[src/rtl/sram_backup_pkg.sv]
// Shared types and constants for the save-RAM backup controller.
// Sector geometry and the transfer FSM state encoding live here.
package sram_backup_pkg;

  typedef enum logic [2:0] {
    StIdle,
    StLoadReq,
    StSaveReq,
    StXfer,
    StFinish
  } state_e;

  localparam int unsigned SECTOR_BYTES = 512;
  localparam int unsigned SECTOR_SHIFT = 9;

  // Whole sectors needed to hold i_size bytes, capped at i_max.
  function automatic logic [31:0] calc_sectors(input logic [31:0] i_size,
                                               input logic [31:0] i_max);
    logic [31:0] w_sec;
    w_sec = i_size >> SECTOR_SHIFT;
    if ((i_size & (SECTOR_BYTES - 1)) != 32'd0) begin
      w_sec = w_sec + 32'd1;
    end
    if (w_sec > i_max) begin
      w_sec = i_max;
    end
    return w_sec;
  endfunction

endpackage

[src/rtl/edge_rise.sv]
// Registered edge detector: remembers the previous level and flags
// rising and falling transitions in the cycle they are first seen.
module edge_rise (
  input  logic i_clk,
  input  logic i_reset,
  input  logic i_sig,
  output logic o_rise,
  output logic o_fall
);

  logic r_prev;

  always_ff @(posedge i_clk or posedge i_reset) begin
    if (i_reset) begin
      r_prev <= 1'b0;
    end else begin
      r_prev <= i_sig;
    end
  end

  assign o_rise = i_sig & ~r_prev;
  assign o_fall = ~i_sig & r_prev;

endmodule

[src/rtl/sram_backup_ctrl.sv]
// Sector-by-sector mover between the SD save image and the SDRAM save window,
// with dirty tracking of CPU writes to save RAM.
module sram_backup_ctrl
  import sram_backup_pkg::*;
#(
  parameter int unsigned MAX_SECTORS = 16,
  parameter int unsigned SEC_W       = 9
) (
  input  logic                            i_clk,
  input  logic                            i_reset,
  input  logic                            i_img_mounted,
  input  logic [31:0]                     i_img_size,
  input  logic                            i_downloading,
  input  logic                            i_save_req,
  input  logic                            i_cpu_sram_write,
  output logic [31:0]                     o_sd_lba,
  output logic                            o_sd_rd,
  output logic                            o_sd_wr,
  input  logic                            i_sd_ack,
  input  logic [SECTOR_SHIFT-1:0]         i_sd_buff_addr,
  input  logic                            i_sd_buff_wr,
  input  logic                            i_sd_buff_rd,
  output logic [SEC_W+SECTOR_SHIFT-1:0]   o_ram_addr,
  output logic                            o_ram_req,
  output logic                            o_ram_we,
  output logic                            o_bk_ena,
  output logic                            o_busy,
  output logic                            o_dirty,
  output logic                            o_done
);

  state_e                          r_state;
  logic [31:0]                     r_sd_lba;
  logic [31:0]                     r_sectors;
  logic                            r_sd_rd;
  logic                            r_sd_wr;
  logic                            r_dir_save;
  logic                            r_abort;
  logic                            r_bk_ena;
  logic                            r_dirty;
  logic                            r_done;
  logic [SEC_W+SECTOR_SHIFT-1:0]   r_ram_addr;
  logic                            r_ram_req;
  logic                            r_ram_we;

  logic        w_mnt_rise;
  logic        w_mnt_fall;
  logic        w_save_rise;
  logic        w_save_fall;
  logic        w_ack_rise;
  logic        w_ack_fall;
  logic        w_dl_rise;
  logic        w_dl_fall;
  logic        w_unused;
  logic        w_loading;
  logic        w_last;
  logic [31:0] w_sectors;

  edge_rise u_mnt_edge (
    .i_clk   (i_clk),
    .i_reset (i_reset),
    .i_sig   (i_img_mounted),
    .o_rise  (w_mnt_rise),
    .o_fall  (w_mnt_fall)
  );

  edge_rise u_save_edge (
    .i_clk   (i_clk),
    .i_reset (i_reset),
    .i_sig   (i_save_req),
    .o_rise  (w_save_rise),
    .o_fall  (w_save_fall)
  );

  edge_rise u_ack_edge (
    .i_clk   (i_clk),
    .i_reset (i_reset),
    .i_sig   (i_sd_ack),
    .o_rise  (w_ack_rise),
    .o_fall  (w_ack_fall)
  );

  edge_rise u_dl_edge (
    .i_clk   (i_clk),
    .i_reset (i_reset),
    .i_sig   (i_downloading),
    .o_rise  (w_dl_rise),
    .o_fall  (w_dl_fall)
  );

  assign w_unused  = &{1'b0, w_mnt_fall, w_save_fall, w_dl_fall};
  assign w_sectors = calc_sectors(i_img_size, MAX_SECTORS);
  assign w_last    = ((r_sd_lba + 32'd1) == r_sectors);
  // CPU writes landing while the image is being loaded are overwritten anyway.
  assign w_loading = (r_state == StLoadReq) || ((r_state == StXfer) && !r_dir_save);

  always_ff @(posedge i_clk or posedge i_reset) begin
    if (i_reset) begin
      r_state    <= StIdle;
      r_sd_lba   <= 32'd0;
      r_sectors  <= 32'd0;
      r_sd_rd    <= 1'b0;
      r_sd_wr    <= 1'b0;
      r_dir_save <= 1'b0;
      r_abort    <= 1'b0;
      r_bk_ena   <= 1'b0;
      r_dirty    <= 1'b0;
      r_done     <= 1'b0;
    end else begin
      r_done <= 1'b0;

      if (i_cpu_sram_write && r_bk_ena && !w_loading) begin
        r_dirty <= 1'b1;
      end

      if (w_dl_rise && (r_state != StIdle)) begin
        r_abort <= 1'b1;
      end

      case (r_state)
        StIdle: begin
          if (w_mnt_rise) begin
            if (w_sectors == 32'd0) begin
              r_bk_ena <= 1'b0;
            end else begin
              r_bk_ena   <= 1'b1;
              r_sectors  <= w_sectors;
              r_dirty    <= 1'b0;
              r_sd_lba   <= 32'd0;
              r_dir_save <= 1'b0;
              r_sd_rd    <= 1'b1;
              r_state    <= StLoadReq;
            end
          end else if (w_save_rise && r_bk_ena) begin
            r_dirty    <= 1'b0;
            r_sd_lba   <= 32'd0;
            r_dir_save <= 1'b1;
            r_sd_wr    <= 1'b1;
            r_state    <= StSaveReq;
          end
        end

        StLoadReq, StSaveReq: begin
          if (w_ack_rise) begin
            r_sd_rd <= 1'b0;
            r_sd_wr <= 1'b0;
            r_state <= StXfer;
          end
        end

        StXfer: begin
          if (w_ack_fall) begin
            // A pending abort stops after the sector just acknowledged.
            if (w_last || r_abort || w_dl_rise) begin
              r_done  <= 1'b1;
              r_state <= StFinish;
            end else begin
              r_sd_lba <= r_sd_lba + 32'd1;
              if (r_dir_save) begin
                r_sd_wr <= 1'b1;
                r_state <= StSaveReq;
              end else begin
                r_sd_rd <= 1'b1;
                r_state <= StLoadReq;
              end
            end
          end
        end

        StFinish: begin
          r_sd_lba <= 32'd0;
          r_abort  <= 1'b0;
          r_state  <= StIdle;
        end

        default: begin
          r_sd_rd <= 1'b0;
          r_sd_wr <= 1'b0;
          r_state <= StIdle;
        end
      endcase

      if (w_dl_rise) begin
        r_bk_ena <= 1'b0;
        r_dirty  <= 1'b0;
      end
    end
  end

  // Byte strobes are served in any state; write wins when both are high.
  always_ff @(posedge i_clk or posedge i_reset) begin
    if (i_reset) begin
      r_ram_addr <= '0;
      r_ram_we   <= 1'b0;
      r_ram_req  <= 1'b0;
    end else if (i_sd_buff_wr || i_sd_buff_rd) begin
      r_ram_addr <= {r_sd_lba[SEC_W-1:0], i_sd_buff_addr};
      r_ram_we   <= i_sd_buff_wr;
      r_ram_req  <= ~r_ram_req;
    end
  end

  assign o_sd_lba   = r_sd_lba;
  assign o_sd_rd    = r_sd_rd;
  assign o_sd_wr    = r_sd_wr;
  assign o_ram_addr = r_ram_addr;
  assign o_ram_req  = r_ram_req;
  assign o_ram_we   = r_ram_we;
  assign o_bk_ena   = r_bk_ena;
  assign o_busy     = (r_state != StIdle);
  assign o_dirty    = r_dirty;
  assign o_done     = r_done;

endmodule
[config.mk]
export PLATFORM = sky130hd
export DESIGN_NAME = sram_backup_ctrl
export DESIGN_NICKNAME = d
export VERILOG_FILES = /design/src/rtl/sram_backup_pkg.sv /design/src/rtl/edge_rise.sv /design/src/rtl/sram_backup_ctrl.sv
export SDC_FILE = /design/constraint.sdc
export NUM_CORES = 1
export LEC_CHECK = 0
export BUFFER_PORTS_ARGS = -buffer_cell sky130_fd_sc_hd__buf_2
export CAP_MARGIN = 20
export CORE_MARGIN = 2
export CORE_UTILIZATION = 40
export CTS_CLUSTER_SIZE = 40
export DETAILED_ROUTE_END_ITERATION = 6
export PLACE_DENSITY_LB_ADDON = 0.12
export SKIP_CTS_REPAIR_TIMING = 1
export SLEW_MARGIN = 20
export SYNTH_ARGS = -nofsm -noshare
export SYNTH_HDL_FRONTEND = slang
export SYNTH_SLANG_ARGS = --single-unit
[constraint.sdc]
create_clock -name i_clk -period 3.6 [get_ports i_clk]
set_input_delay 0.54 -clock i_clk [delete_from_list [all_inputs] [get_ports i_clk]]
set_output_delay 0.54 -clock i_clk [all_outputs]
set_load 0.05 [all_outputs]
==> out/summary.md <==
The initial utilization of the core area, before any placement, comes to 41.3%. The count of final hold-check violations was 0; the detailed placer's ending HPWL was 11,700 um. After floorplanning, the core was sized to cover 14,000 um^2.

The startpoint identified for the worst register-to-register timing path is o_sd_lba[1]. Headroom to the max-slew limit came out at 38.7%. Across all register-to-register paths, the minimum setup slack is 0.26 ns. At the pin with the least slew margin, the transition time is 0.918 ns. The run gives 64 as the number of distinct library cell variants in the gate-level netlist after synthesis.

The highest attainable clock frequency is 299 MHz, and the worst setup skew after layout is 0.0114 ns. The most used flip-flop cell after synthesis is sky130_fd_sc_hd__dfrtp_1. Clock tree synthesis found a total of 90 sinks. The worst reg-to-reg path cell count came out at 10.

Endpoint class of the critical path: a flip-flop. For the endpoint required time on the critical path, the log shows 3.83 ns. In the routed layout, each cell is associated on average with a via count of 5.85. For this run, design rule violations remaining after detail routing come to 0.

The pre-antenna-repair detailed-routing pass consisted of 5 iterations. The die is 124 um wide. Overall via count from detail_route: 5,475. Counting I/O delays and the setup requirement, the final critical path takes 3.34 ns. The endpoint identified for the worst register-to-register timing path is o_sd_lba[9].

In the final routed layout, each cell accounts on average for 17.2 um. After layout, the design draws a total of 3.52 mW. In this run, synthesis inferred 0 flip-flops with an integrated enable. Synthesis produced a netlist with a net count of 690. The number of global-route vias before repair is 5,173. In this run the worst hold path is classified as primary input to asynchronous set/reset pin. The count of maximum capacitance violations was 0. The largest fanout of any net on the critical path is 25, and the average footprint of a synthesized cell is 9.09 um^2. The CTS buffer count came out at 9. IR analysis of the VDD net gives a maximum drop of 0.296 mV. The post-synthesis to final-layout area growth came out at 21.8%. The dominant cell type by area after synthesis was sky130_fd_sc_hd__dfrtp_1. The routability congestion estimate was 0.856; the level count of the clock H-tree was 3. Clock latency on the worst-skew pair, taken at its later pin, is 0.35 ns.

Timing analysis after detailed placement gives a worst setup slack of -0.104 ns. Path type of the worst setup path: flip-flop to flip-flop. The run finished with clean final reports.

For the leakage dissipation, the log shows 3.13 nW. The violation count after the first detailed-routing iteration was 399. The logs give 15,500 um^2 for the die outline area and 0 for the count of antenna diodes in the layout.

For the register area share after synthesis, the log shows 38.9%. STA puts the critical path data arrival time at 3.58 ns. The die is 124 um tall.

The run gives 0.258 ns as the worst path setup slack after routing. Cell at the root of the clock tree: sky130_fd_sc_hd__clkbuf_16. The tools report the total overflow reported by the global router as 0. The logs give 936 for the final non-filler cell total and 0 for the number of warnings reported in the yosys synthesis log. The tools report the count of final max-slew check failures as 0.

Counting every instance in the synthesized netlist gives 638. The post-CTS clock slew at the launch and capture registers of the worst setup and hold paths is 0.06 ns, and the global-route wire length before repair is 26,500 um. For this run, asynchronously set or reset flops after synthesis account for 100%. The power density of the placed cells works out to 498 nW/um^2.

The net count of the finished layout is 803. The top-level port count is 108. The routed design has 16,100 um of wire.

After layout, the worst path uses 92.8% of the clock period. In the final layout, the share of cells above drive strength 1 is 27.2%. Setup repair after global routing left no endpoint under its margin.

In this run, synthesis produced a sequential element count of 90. The tools report the total instance count after detailed placement as 920. The worst setup path is launched from a flip-flop.

Global routing consumed, over all layers together, 20.8% of the routing resources. The run gives 0 as the number of antenna violations at the first check in global routing. The detail route stage leaves a number of antenna-violating nets equal to 0.

The final count of negative-setup-slack endpoints is 0, and the top-area cell type share of the netlist area is 38.9%. Summing every instance area after synthesis gives 5800 um^2. Number of buffers on the longest clock path: 2. TritonCTS built the clock tree. After synthesis, the cell types taking the most area are sky130_fd_sc_hd__dfrtp_1 (39%), sky130_fd_sc_hd__o41ai_1 (4.7%), sky130_fd_sc_hd__xnor2_1 (4.7%).

In this run the core area contains 43 standard-cell rows. Entering global routing, the biggest net connects 91 pins. Number of port buffers: 107.
[state kept, by name (all words and copies together), names as in the netlist, 3 cells and up]
signal,cells
r_state,3
r_sectors,24
o_sd_lba,32
o_ram_addr,18
[critical path, cell delays in order (launching register included)]
cell	delay, ns
sky130_fd_sc_hd__dfrtp_1	0.40
sky130_fd_sc_hd__nand2_1	0.21
sky130_fd_sc_hd__or4_1	0.68
sky130_fd_sc_hd__or4_1	0.54
sky130_fd_sc_hd__nand3_1	0.08
sky130_fd_sc_hd__o2bb2ai_1	0.07
sky130_fd_sc_hd__or4_4	0.58
sky130_fd_sc_hd__nor2_4	0.14
sky130_fd_sc_hd__buf_4	0.31
sky130_fd_sc_hd__o41ai_1	0.12
sky130_fd_sc_hd__o41ai_1	0.08
[cells in the mapped netlist, types with 5 or more instances]
cell type / count
sky130_fd_sc_hd__and3_1: 23
sky130_fd_sc_hd__o21ai_0: 16
sky130_fd_sc_hd__nand2_1: 31
sky130_fd_sc_hd__o21ai_1: 10
sky130_fd_sc_hd__xnor2_1: 31
sky130_fd_sc_hd__nor4_1: 6
sky130_fd_sc_hd__nor2_1: 43
sky130_fd_sc_hd__buf_2: 10
sky130_fd_sc_hd__nor3_1: 15
sky130_fd_sc_hd__clkbuf_1: 30
sky130_fd_sc_hd__o31ai_1: 25
sky130_fd_sc_hd__a31oi_1: 15
sky130_fd_sc_hd__inv_1: 12
sky130_fd_sc_hd__and2_1: 7
sky130_fd_sc_hd__buf_6: 5
sky130_fd_sc_hd__or3_1: 10
sky130_fd_sc_hd__a21oi_1: 26
sky130_fd_sc_hd__o41ai_1: 31
sky130_fd_sc_hd__nand2b_1: 12
sky130_fd_sc_hd__mux2_2: 22
sky130_fd_sc_hd__or4_1: 5
sky130_fd_sc_hd__nand3_1: 35
sky130_fd_sc_hd__nor2b_1: 25
sky130_fd_sc_hd__xor2_1: 9
sky130_fd_sc_hd__and4_1: 9
sky130_fd_sc_hd__nand4_1: 21
sky130_fd_sc_hd__dfrtp_1: 90
[cell type report]
| cell class | instances | area, um^2 |
|---|---|---|
| fill | 1308 | 6980 |
| multi-input combinational | 485 | 3260 |
| sequential | 90 | 2250 |
| timing repair buffer | 153 | 956 |
| clock buffer | 11 | 243 |
| tap | 180 | 225 |
| clock inverter | 5 | 77.6 |
| inverter | 12 | 46.3 |
[where the power goes]
| part | internal (mW) | switching [mW] | total [mW] |
|---|---|---|---|
| sequential | 1.10 | 0.101 | 1.21 |
| combinational | 0.416 | 0.865 | 1.28 |
| clock | 0.625 | 0.404 | 1.03 |
[how the worst max path moves through the flow]
stage,start,end,cells after the start
after floorplan,o_sd_lba[0],o_sd_lba[9],11
after global placement,i_img_size[4],r_sectors[19],12
after detailed placement,i_img_size[4],r_sectors[14],11
after CTS,i_img_size[4],r_sectors[14],11
after global routing,i_img_size[4],r_sectors[18],11
final,o_sd_lba[1],o_sd_lba[9],10
[per-stage QoR]
stage          instance area, um^2  utilization (%)  TNS (ns)  hold slack, ns
2_1_floorplan                 5800                -         0           0.477
3_3_place_gp                  6730             47.9         0           0.459
3_5_place_dp                  6730             47.9     -1.94           0.464
4_1_cts                       7050             50.2         0           0.300
5_1_grt                       7060             50.3         0           0.307
6_report                      7060             50.3         0           0.295
[cells by family after synthesis]
group / count (synthesis) / share of synthesized area [%]
xor gates and xnor gates: 40 / 6.04
buffers and inverters: 63 / 5.18
and+or+nand+nor: 260 / 25.6
muxes: 26 / 4.96
AOI/OAI and AO/OA: 157 / 19.0
DFF: 90 / 38.9
adders and majority gates: 2 / 0.432
[routing by layer]
layer  GRT usage (%)  vias up  routed length, um
li1                -     2626                  -
met1            28.3     2671               7320
met2            33.6      156               7750
met3            2.79       22                726
met4            8.20        0                342
met5               0        -                  0
[cells in the final DEF (no fill, tap or decap), types with 3 or more instances in the layout]
cell | Yosys | layout
sky130_fd_sc_hd__clkbuf_16 | 0 | 9
sky130_fd_sc_hd__nor2_1 | 43 | 42
sky130_fd_sc_hd__nor2b_1 | 25 | 25
sky130_fd_sc_hd__xnor2_1 | 31 | 31
sky130_fd_sc_hd__a21o_1 | 4 | 4
sky130_fd_sc_hd__buf_12 | 0 | 6
sky130_fd_sc_hd__buf_2 | 10 | 107
sky130_fd_sc_hd__inv_1 | 12 | 11
sky130_fd_sc_hd__mux2i_1 | 4 | 4
sky130_fd_sc_hd__or4_1 | 5 | 5
sky130_fd_sc_hd__or2_2 | 3 | 3
sky130_fd_sc_hd__a31oi_1 | 15 | 15
sky130_fd_sc_hd__o21ai_1 | 10 | 10
sky130_fd_sc_hd__a21oi_1 | 26 | 26
sky130_fd_sc_hd__or3_1 | 10 | 10
sky130_fd_sc_hd__buf_4 | 3 | 40
sky130_fd_sc_hd__and2_1 | 7 | 7
sky130_fd_sc_hd__o31ai_1 | 25 | 25
sky130_fd_sc_hd__clkinv_2 | 0 | 3
sky130_fd_sc_hd__nand3_1 | 35 | 35
sky130_fd_sc_hd__xor2_1 | 9 | 9
sky130_fd_sc_hd__dfrtp_1 | 90 | 90
sky130_fd_sc_hd__nand4_1 | 21 | 21
sky130_fd_sc_hd__nand2b_1 | 12 | 12
sky130_fd_sc_hd__o2111ai_1 | 3 | 3
sky130_fd_sc_hd__and3_1 | 23 | 23
sky130_fd_sc_hd__and4_1 | 9 | 9
sky130_fd_sc_hd__o21ai_0 | 16 | 16
sky130_fd_sc_hd__nor3_1 | 15 | 15
sky130_fd_sc_hd__nand2_1 | 31 | 31
sky130_fd_sc_hd__o41ai_1 | 31 | 31
sky130_fd_sc_hd__nand4b_1 | 3 | 3
sky130_fd_sc_hd__mux2_2 | 22 | 22
sky130_fd_sc_hd__nor4_1 | 6 | 5
sky130_fd_sc_hd__o22ai_1 | 4 | 3
No activity file was read; power rests on OpenSTA's default activity.
